$ cat src/rtl/nw_tile_scheduler.sv
// rtl/nw_tile_scheduler.sv - row-major tile sequencer for a blocked Needleman-Wunsch Grid
//
// Ports:
//   clk, rst_n          clock and synchronous active-low reset
//   start, dna_length   job request; length sampled with start in IDLE
//   busy                job in progress (ISSUE through DONE)
//   tile_valid          one-cycle pulse: Grid loads tile_row/tile_col
//   tile_row, tile_col  current tile indices, stable from tile_valid to capture
//   first_row/first_col current tile lies on the top row / left column
//   top_base, left_base edge base scores for first-row / first-column tiles
//   capture             one-cycle pulse: write Grid edge outputs to boundary buffers
//   result_valid        final tile result ready, held until result_ack
//   result_ack          consumer accepts the result
//   error               one-cycle pulse on a rejected start
module nw_tile_scheduler #(
   parameter int INT_WIDTH    = 32,
   parameter int CHUNK_LENGTH = 10,
   parameter int MAX_CHUNKS   = 16,
   parameter int IDX_WIDTH    = 4,
   parameter int GRID_LATENCY = 40,
   parameter int LAT_WIDTH    = 8,
   parameter int SWIDTH       = 16,
   parameter int INDEL        = -1
) (
   input  logic                     clk,
   input  logic                     rst_n,
   input  logic                     start,
   input  logic [INT_WIDTH-1:0]     dna_length,
   output logic                     busy,
   output logic                     tile_valid,
   output logic [IDX_WIDTH-1:0]     tile_row,
   output logic [IDX_WIDTH-1:0]     tile_col,
   output logic                     first_row,
   output logic                     first_col,
   output logic signed [SWIDTH-1:0] top_base,
   output logic signed [SWIDTH-1:0] left_base,
   output logic                     capture,
   output logic                     result_valid,
   input  logic                     result_ack,
   output logic                     error
);

   typedef enum logic [2:0] {S_IDLE, S_ISSUE, S_WAIT, S_CAPTURE, S_DONE} state_t;

   localparam logic [INT_WIDTH-1:0]     MAX_LEN   = INT_WIDTH'(MAX_CHUNKS * CHUNK_LENGTH);
   localparam logic [INT_WIDTH-1:0]     CL_W      = INT_WIDTH'(CHUNK_LENGTH);
   localparam logic signed [SWIDTH-1:0] BASE_STEP = SWIDTH'(INDEL * CHUNK_LENGTH);
   localparam logic [LAT_WIDTH-1:0]     LAT_LOAD  = LAT_WIDTH'(GRID_LATENCY - 1);

   state_t                     state_q, state_d;
   logic [IDX_WIDTH-1:0]       last_q, last_d;    // nchunks-1, the index of the final row/column
   logic [IDX_WIDTH-1:0]       row_q, row_d;
   logic [IDX_WIDTH-1:0]       col_q, col_d;
   logic signed [SWIDTH-1:0]   top_q, top_d;
   logic signed [SWIDTH-1:0]   left_q, left_d;
   logic [LAT_WIDTH-1:0]       lat_q, lat_d;
   logic                       err_q, err_d;

   logic start_ok;
   logic at_last_col;
   logic at_last_row;

   // Length 1..MAX_CHUNKS*CHUNK_LENGTH is exactly nchunks in 1..MAX_CHUNKS.
   assign start_ok    = (dna_length != '0) && (dna_length <= MAX_LEN);
   assign at_last_col = (col_q == last_q);
   assign at_last_row = (row_q == last_q);

   always_ff @(posedge clk) begin
      if (!rst_n) begin
         state_q <= S_IDLE;
         last_q  <= '0;
         row_q   <= '0;
         col_q   <= '0;
         top_q   <= '0;
         left_q  <= '0;
         lat_q   <= '0;
         err_q   <= 1'b0;
      end else begin
         state_q <= state_d;
         last_q  <= last_d;
         row_q   <= row_d;
         col_q   <= col_d;
         top_q   <= top_d;
         left_q  <= left_d;
         lat_q   <= lat_d;
         err_q   <= err_d;
      end
   end

   always_comb begin
      state_d = state_q;
      case (state_q)
         S_IDLE:    if (start && start_ok) state_d = S_ISSUE;
         S_ISSUE:   state_d = S_WAIT;
         S_WAIT:    if (lat_q == '0) state_d = S_CAPTURE;
         S_CAPTURE: state_d = (at_last_col && at_last_row) ? S_DONE : S_ISSUE;
         S_DONE:    if (result_ack) state_d = S_IDLE;
         default:   state_d = S_IDLE;
      endcase
   end

   always_comb begin
      last_d = last_q;
      row_d  = row_q;
      col_d  = col_q;
      top_d  = top_q;
      left_d = left_q;
      lat_d  = lat_q;
      err_d  = 1'b0;
      case (state_q)
         S_IDLE: begin
            if (start) begin
               if (start_ok) begin
                  // ceil(n/C)-1 == floor((n-1)/C) for n >= 1
                  last_d = IDX_WIDTH'((dna_length - INT_WIDTH'(1)) / CL_W);
                  row_d  = '0;
                  col_d  = '0;
                  top_d  = '0;
                  left_d = '0;
               end else begin
                  err_d = 1'b1;
               end
            end
         end
         S_ISSUE: lat_d = LAT_LOAD;
         S_WAIT:  if (lat_q != '0) lat_d = lat_q - LAT_WIDTH'(1);
         S_CAPTURE: begin
            // Bases are accumulated one step per tile; they wrap modulo 2^SWIDTH.
            if (at_last_col && !at_last_row) begin
               col_d  = '0;
               top_d  = '0;
               row_d  = row_q + IDX_WIDTH'(1);
               left_d = left_q + BASE_STEP;
            end else if (!at_last_col) begin
               col_d = col_q + IDX_WIDTH'(1);
               top_d = top_q + BASE_STEP;
            end
         end
         default: ;
      endcase
   end

   assign busy         = (state_q != S_IDLE);
   assign tile_valid   = (state_q == S_ISSUE);
   assign capture      = (state_q == S_CAPTURE);
   assign result_valid = (state_q == S_DONE);
   assign error        = err_q;
   assign tile_row     = row_q;
   assign tile_col     = col_q;
   assign first_row    = (row_q == '0);
   assign first_col    = (col_q == '0);
   assign top_base     = top_q;
   assign left_base    = left_q;

endmodule
$ cat config.mk
export PLATFORM = sky130hd
export DESIGN_NAME = nw_tile_scheduler
export DESIGN_NICKNAME = d
export VERILOG_FILES = /design/src/rtl/nw_tile_scheduler.sv
export SDC_FILE = /design/constraint.sdc
export NUM_CORES = 1
export LEC_CHECK = 0
export ABC_AREA = 1
export CELL_PAD_IN_SITES_DETAIL_PLACEMENT = 2
export CELL_PAD_IN_SITES_GLOBAL_PLACEMENT = 2
export CORE_UTILIZATION = 31
export DETAILED_ROUTE_END_ITERATION = 8
export PLACE_DENSITY_LB_ADDON = 0.25
export SETUP_SLACK_MARGIN = 0.4
export SLEW_MARGIN = 25
export SYNTH_ARGS = -nofsm -noshare
export SYNTH_HDL_FRONTEND = slang
export SYNTH_SLANG_ARGS = --single-unit
$ cat constraint.sdc
create_clock -name clk -period 26 [get_ports clk]
set_clock_uncertainty 0.2 [all_clocks]
set_input_delay 5.2 -clock clk [delete_from_list [all_inputs] [get_ports clk]]
set_output_delay 5.2 -clock clk [all_outputs]
set_load 0.02 [all_outputs]
Word level (Yosys, flattened, before mapping)
Index checks and enable logic that the tools add are counted.

storage, ports and cells
  word-level logic and storage cells = 72
  output and inout bits = 47
  bits in latches = 0
  register bits = 56
  bits in read-only memories = 0
  memories kept = 0
  bits in writable memories = 0

cells by class
  equality and inequality tests = 14
  shift-type cells = 0
  divide/modulo/power cells = 1
  multiply operators = 0
  reduce and logical (&&, ||, !) cells = 20
  bitwise gates (word level) = 0
  magnitude comparators = 1
  add/sub/neg operators = 6
  muxes and demuxes = 22

operators with widths
  operator               number
  $mux 16                5
  $pmux 16 s2            2
  $add 16x5->16 const B  2
  $div 32x4->32 const B  1
  $le 32x8->1 const B    1
  $reduce_bool 32->1     1
  $sub 32x1->32 const B  1
  $mux 4                 5
  $pmux 4 s2             2
  $pmux 8 s2             1
  $pmux 3 s5             1
  $mux 3                 4
  $ne 2x2->1 const B     5
  $reduce_and 3->1       3
  $add 4x1->4 const B    2
  $eq 4x4->1             2
  $logic_not 4->1        2
  $logic_not 8->1        1
  $mux 8                 1
  $reduce_and 4->1       2
  $reduce_bool 8->1      1
  $sub 8x1->8 const B    1
  $eq 3x2->1 const B     2
  $logic_and 1x1->1      4
  10 further kinds       12

Longest topological paths before layout
  depth in word-level cells = 5
  depth in mapped cells = 141
  gate-level depth less buffers = 141

Worst setup path after synthesis
OpenSTA, ideal clock, no wires.

  path type = input -> register
  start point = input dna_length[0]
  end point = register last_q[0]
  path slack = 11,147 ps
  stages = 126
  data required time = 25,691 ps
  buffers on the path = 0
  arrival time = 14,544 ps
  setup time = 109 ps
  cells stage by stage = inv_1 > ha_1 > nand2_1 > nor2_1 > nand2_1 > nor4_1 > xnor2_1 > nand2_2 > nand2_4 > nand2_2 > nand2_2 > nand3_2 > nand2_4 > nand2_2 > nand2_2 > nand3_2 > nand2_2 > nand2_2 > (+90 left out) > nand2_2 > nand2_1 > nand2_2 > inv_2 > nand2_1 > nand3_1 > nand2_1 > nand2_1 > nand2_2 > nand2_2 > a21boi_1 > nand2_1 > nand2_1 > nand2_1 > nand2_1 > nand3_1 > nand2_1 > inv_1

between the ends
  longest elaborated chain between the ends = 3
  elaborated cells between the ends (all ways) = 6
  classes of those cells = add/sub: 1; div: 1; order compare: 1; reduce/logical: 3

ends and longest elaborated chain
  item                                                   RTL line  text
  start, declared                                        28        input logic [INT_WIDTH-1:0] dna_length,
  branches (longest 3 deep; another with $sub 32x1->32)  --
  end signal, assigned                                   80        last_q <= last_d;
  end, declared                                          51        logic [IDX_WIDTH-1:0] last_q, last_d;

Several ways; the timed one is not identified.
A chain may end at the register's enable or synchronous reset.

Worst setup path in the final report
Same ends and word-level chain as after synthesis.

==> flow_metrics.py <==
metrics = {
    "status": {
        "status": "complete, no violations",
    },
    "floorplanning": {
        "start_util": 0.318,
        "die_w_um": 141,
        "die_area_um2": 19800,
        "ioPinCount": 83,
        "die_y_um": 141,
        "coreArea_um2": 18800,
        "rows": 50,
    },
    "finish": {
        "instances_no_fill": 1358,
        "area_growth_syn_to_layout_pct": 21.1,
        "diodes": 0,
        "design_area_um2": 7230,
        "drive_gt1_frac": 0.135,
        "nets": 1169,
    },
    "logic_synthesis": {
        "synth_area_leaders": "dfxtp_1 (18%), nand2_1 (16%), nand3_1 (10%)",
        "synthXorXnorAreaFrac": 0.0499,
        "synth_top_family_by_area": "simple AND/OR/NAND/NOR gates",
        "seq_area_frac_synth": 0.181,
        "yosys.area.top_type": "dfxtp_1",
        "synthArstFlopShare": 0,
        "synth-simple-area-share": 0.525,
        "syn_area_um2": 5970,
        "ys_warn_count": 0,
        "ys.flop_type": "dfxtp_1",
        "synth-edff-count": 0,
        "synth_seq_cells": 54,
        "avgSynthCellArea_um2": 5.73,
        "syn_inst": 1042,
        "synthDistinctLibCells": 44,
        "netlist.area_leader.share": 0.181,
        "synth_mux_area_frac": 0.00168,
        "synth.top_cells.by_count": "nand2_1 (258), inv_1 (153), nand3_1 (124), nor2_1 (100), nand2_2 (79)",
        "synth_most_common_cell": "nand2_1",
        "synthAdderAreaFrac": 0.0210,
        "synth_compound_area_frac": 0.103,
    },
    "min_path": {
        "hp-class": "flop to flop",
        "min_path_cells": 2,
        "min-delay-start": "left_base[15]",
        "hold_path_end": "left_base[15]",
    },
    "detailed_routing": {
        "wl_met1_mm": 8.76,
        "ant_nets": 0,
        "top_layer_used": "met4",
        "routedWlPerCell_um": 13.9,
        "wl_met2_mm": 9.65,
        "route.met3.wl_um": 228,
        "drc": 0,
        "routed_wl_mm": 18.8,
        "drtIter0Drc": 137,
        "num_vias": 6687,
        "firstDrtPassIters": 4,
        "vias_per_cell": 4.92,
    },
    "place": {
        "gp_congestion": 0.787,
        "dp_cells": 1350,
        "dpl_cell_area_um2": 7030,
        "dp_hpwl_mm": 16.4,
        "io_buffers": 80,
    },
    "worst_setup_path": {
        "crit_fanout": 5,
        "critPathCaptureType": "flop",
        "critical_path_class": "input port to flop",
        "worst_setup_path_start_kind": "input port",
        "critPathMaxStageDelay_ps": 490,
        "worst_ep_required_time_ps": 26000,
        "timing.rr.start": "tile_col[0]",
        "ff2ff_path_depth": 13,
        "r2r-end": "left_base[14]",
        "critical_path_arrival_ps": 16960,
        "crit_top_cell": "nand2_2",
        "r2r_slack_ps": 22840,
        "cp_slowest_cell": "clkdlybuf4s50_1",
    },
    "global_routing": {
        "grt_pass1_vias": 7117,
        "grt_start_max_net_pins": 18,
        "antenna_found_initial": 0,
        "gr-total-overflow": 0,
        "grt_pass1_wl_mm": 32.8,
        "track_usage": 0.197,
    },
    "clock_tree": {
        "htree_num_levels": 2,
        "cts_root_buf": "clkbuf_16",
        "insertion_delay_ps": 300,
        "clockBufferDepth": 2,
        "tritoncts": "done",
        "postCtsHoldBufs": 0,
        "cts_setup_buffers": 0,
        "ctsResizeCount": 0,
        "clkSlewWorstSetupHoldPaths_ps": 70,
        "numCtsBuffers": 5,
        "clock_sinks": 54,
    },
    "sta": {
        "final-hold-violation-count": 0,
        "slew_headroom": 0.587,
        "tns_ps": 0,
        "tightestPinTransition_ps": 612,
        "setup_viol": 0,
        "finalCriticalPeriod_ps": 16960,
        "slew_violations": 0,
        "finalCritPeriodShare": 0.652,
        "rsz0062_at_grt": "false",
        "fmax_mhz": 59.0,
    },
    "flow_run": {
        "maxCapViolCount": 0,
    },
}
-- metrics by stage --
| stage | util | hold WS (ps) | worst slack (ps) |
|---|---|---|---|
| global route | 0.385 | 318 | 7460 |
| floorplan | - | 259 | 11150 |
| CTS | 0.385 | 276 | 8820 |
| finish | 0.385 | 270 | 9040 |
| detailed placement | 0.375 | 265 | 8540 |
| global placement | 0.375 | 256 | 9090 |
-- layer usage --
| metal | GRT usage | vias up |
|---|---|---|
| met2 | 0.378 | 70 |
| met5 | 0 | - |
| met3 | 0.0105 | 13 |
| met4 | 0.0326 | 0 |
| li1 | - | 3455 |
| met1 | 0.242 | 3149 |
-- how the worst max path moves through the flow --
stage,start,end,slack (ps),cells after the start
2_1_floorplan,dna_length[0],last_q[0],11150,126
3_3_place_gp,dna_length[0],last_q[0],9090,122
3_5_place_dp,dna_length[0],last_q[0],8540,128
4_1_cts,dna_length[0],last_q[0],8820,126
5_1_grt,dna_length[0],last_q[0],7460,128
6_report,dna_length[0],last_q[0],9040,121
-- cell type report --
| type | count | area [um^2] |
|---|---|---|
| clock inverter | 3 | 68.8 |
| clock buffer | 5 | 125 |
| timing repair buffer | 81 | 808 |
| multi-input combinational | 804 | 4190 |
| fill | 2414 | 11500 |
| sequential | 54 | 1080 |
| tap | 234 | 293 |
| inverter | 177 | 666 |
-- placed cells by master (no fill, tap or decap), types with 10 or more instances in the layout --
| master | n |
|---|---|
| inv_2 | 21 |
| xor2_1 | 19 |
| nor3_1 | 15 |
| dfxtp_1 | 54 |
| xnor2_1 | 15 |
| nand3_2 | 22 |
| inv_1 | 153 |
| nand3_1 | 124 |
| nor2_1 | 100 |
| o21ai_0 | 31 |
| nand2_4 | 11 |
| nand2_2 | 79 |
| a21oi_1 | 45 |
| nand4_1 | 11 |
| nand2_1 | 258 |
| ha_1 | 10 |
| clkdlybuf4s50_1 | 80 |
-- cells by family (layout without fill, tap and decap cells) --
| group | count (synthesis) | after routing |
|---|---|---|
| flip-flops | 54 | 54 |
| AO/OA/AOI/OAI | 110 | 110 |
| buffers and inverters | 185 | 266 |
| multiplexers | 1 | 1 |
| other | 1 | 2 |
| XOR/XNOR | 34 | 34 |
| AND/OR/NAND/NOR | 647 | 647 |
| adder cells (fa/ha/maj) | 10 | 10 |
-- flip-flops by register name (all words and copies together) (netlist names) --
signal,cells
left_base,15
top_base,15
lat_q,8
last_q,4
tile_col,4
tile_row,4
state_q,3
error,1
-- critical path, delay by kind of cell --
kind,cells,cell delay [ps]
AOI/OAI and AO/OA,2,350
and+or+nand+nor,108,9750
adders and majority gates,1,260
xor gates and xnor gates,1,290
buffers and inverters,9,1120
Power is left out: the tool's default activity adds up to more than one toggle a clock period on the data nets, which glitch-free logic cannot reach.
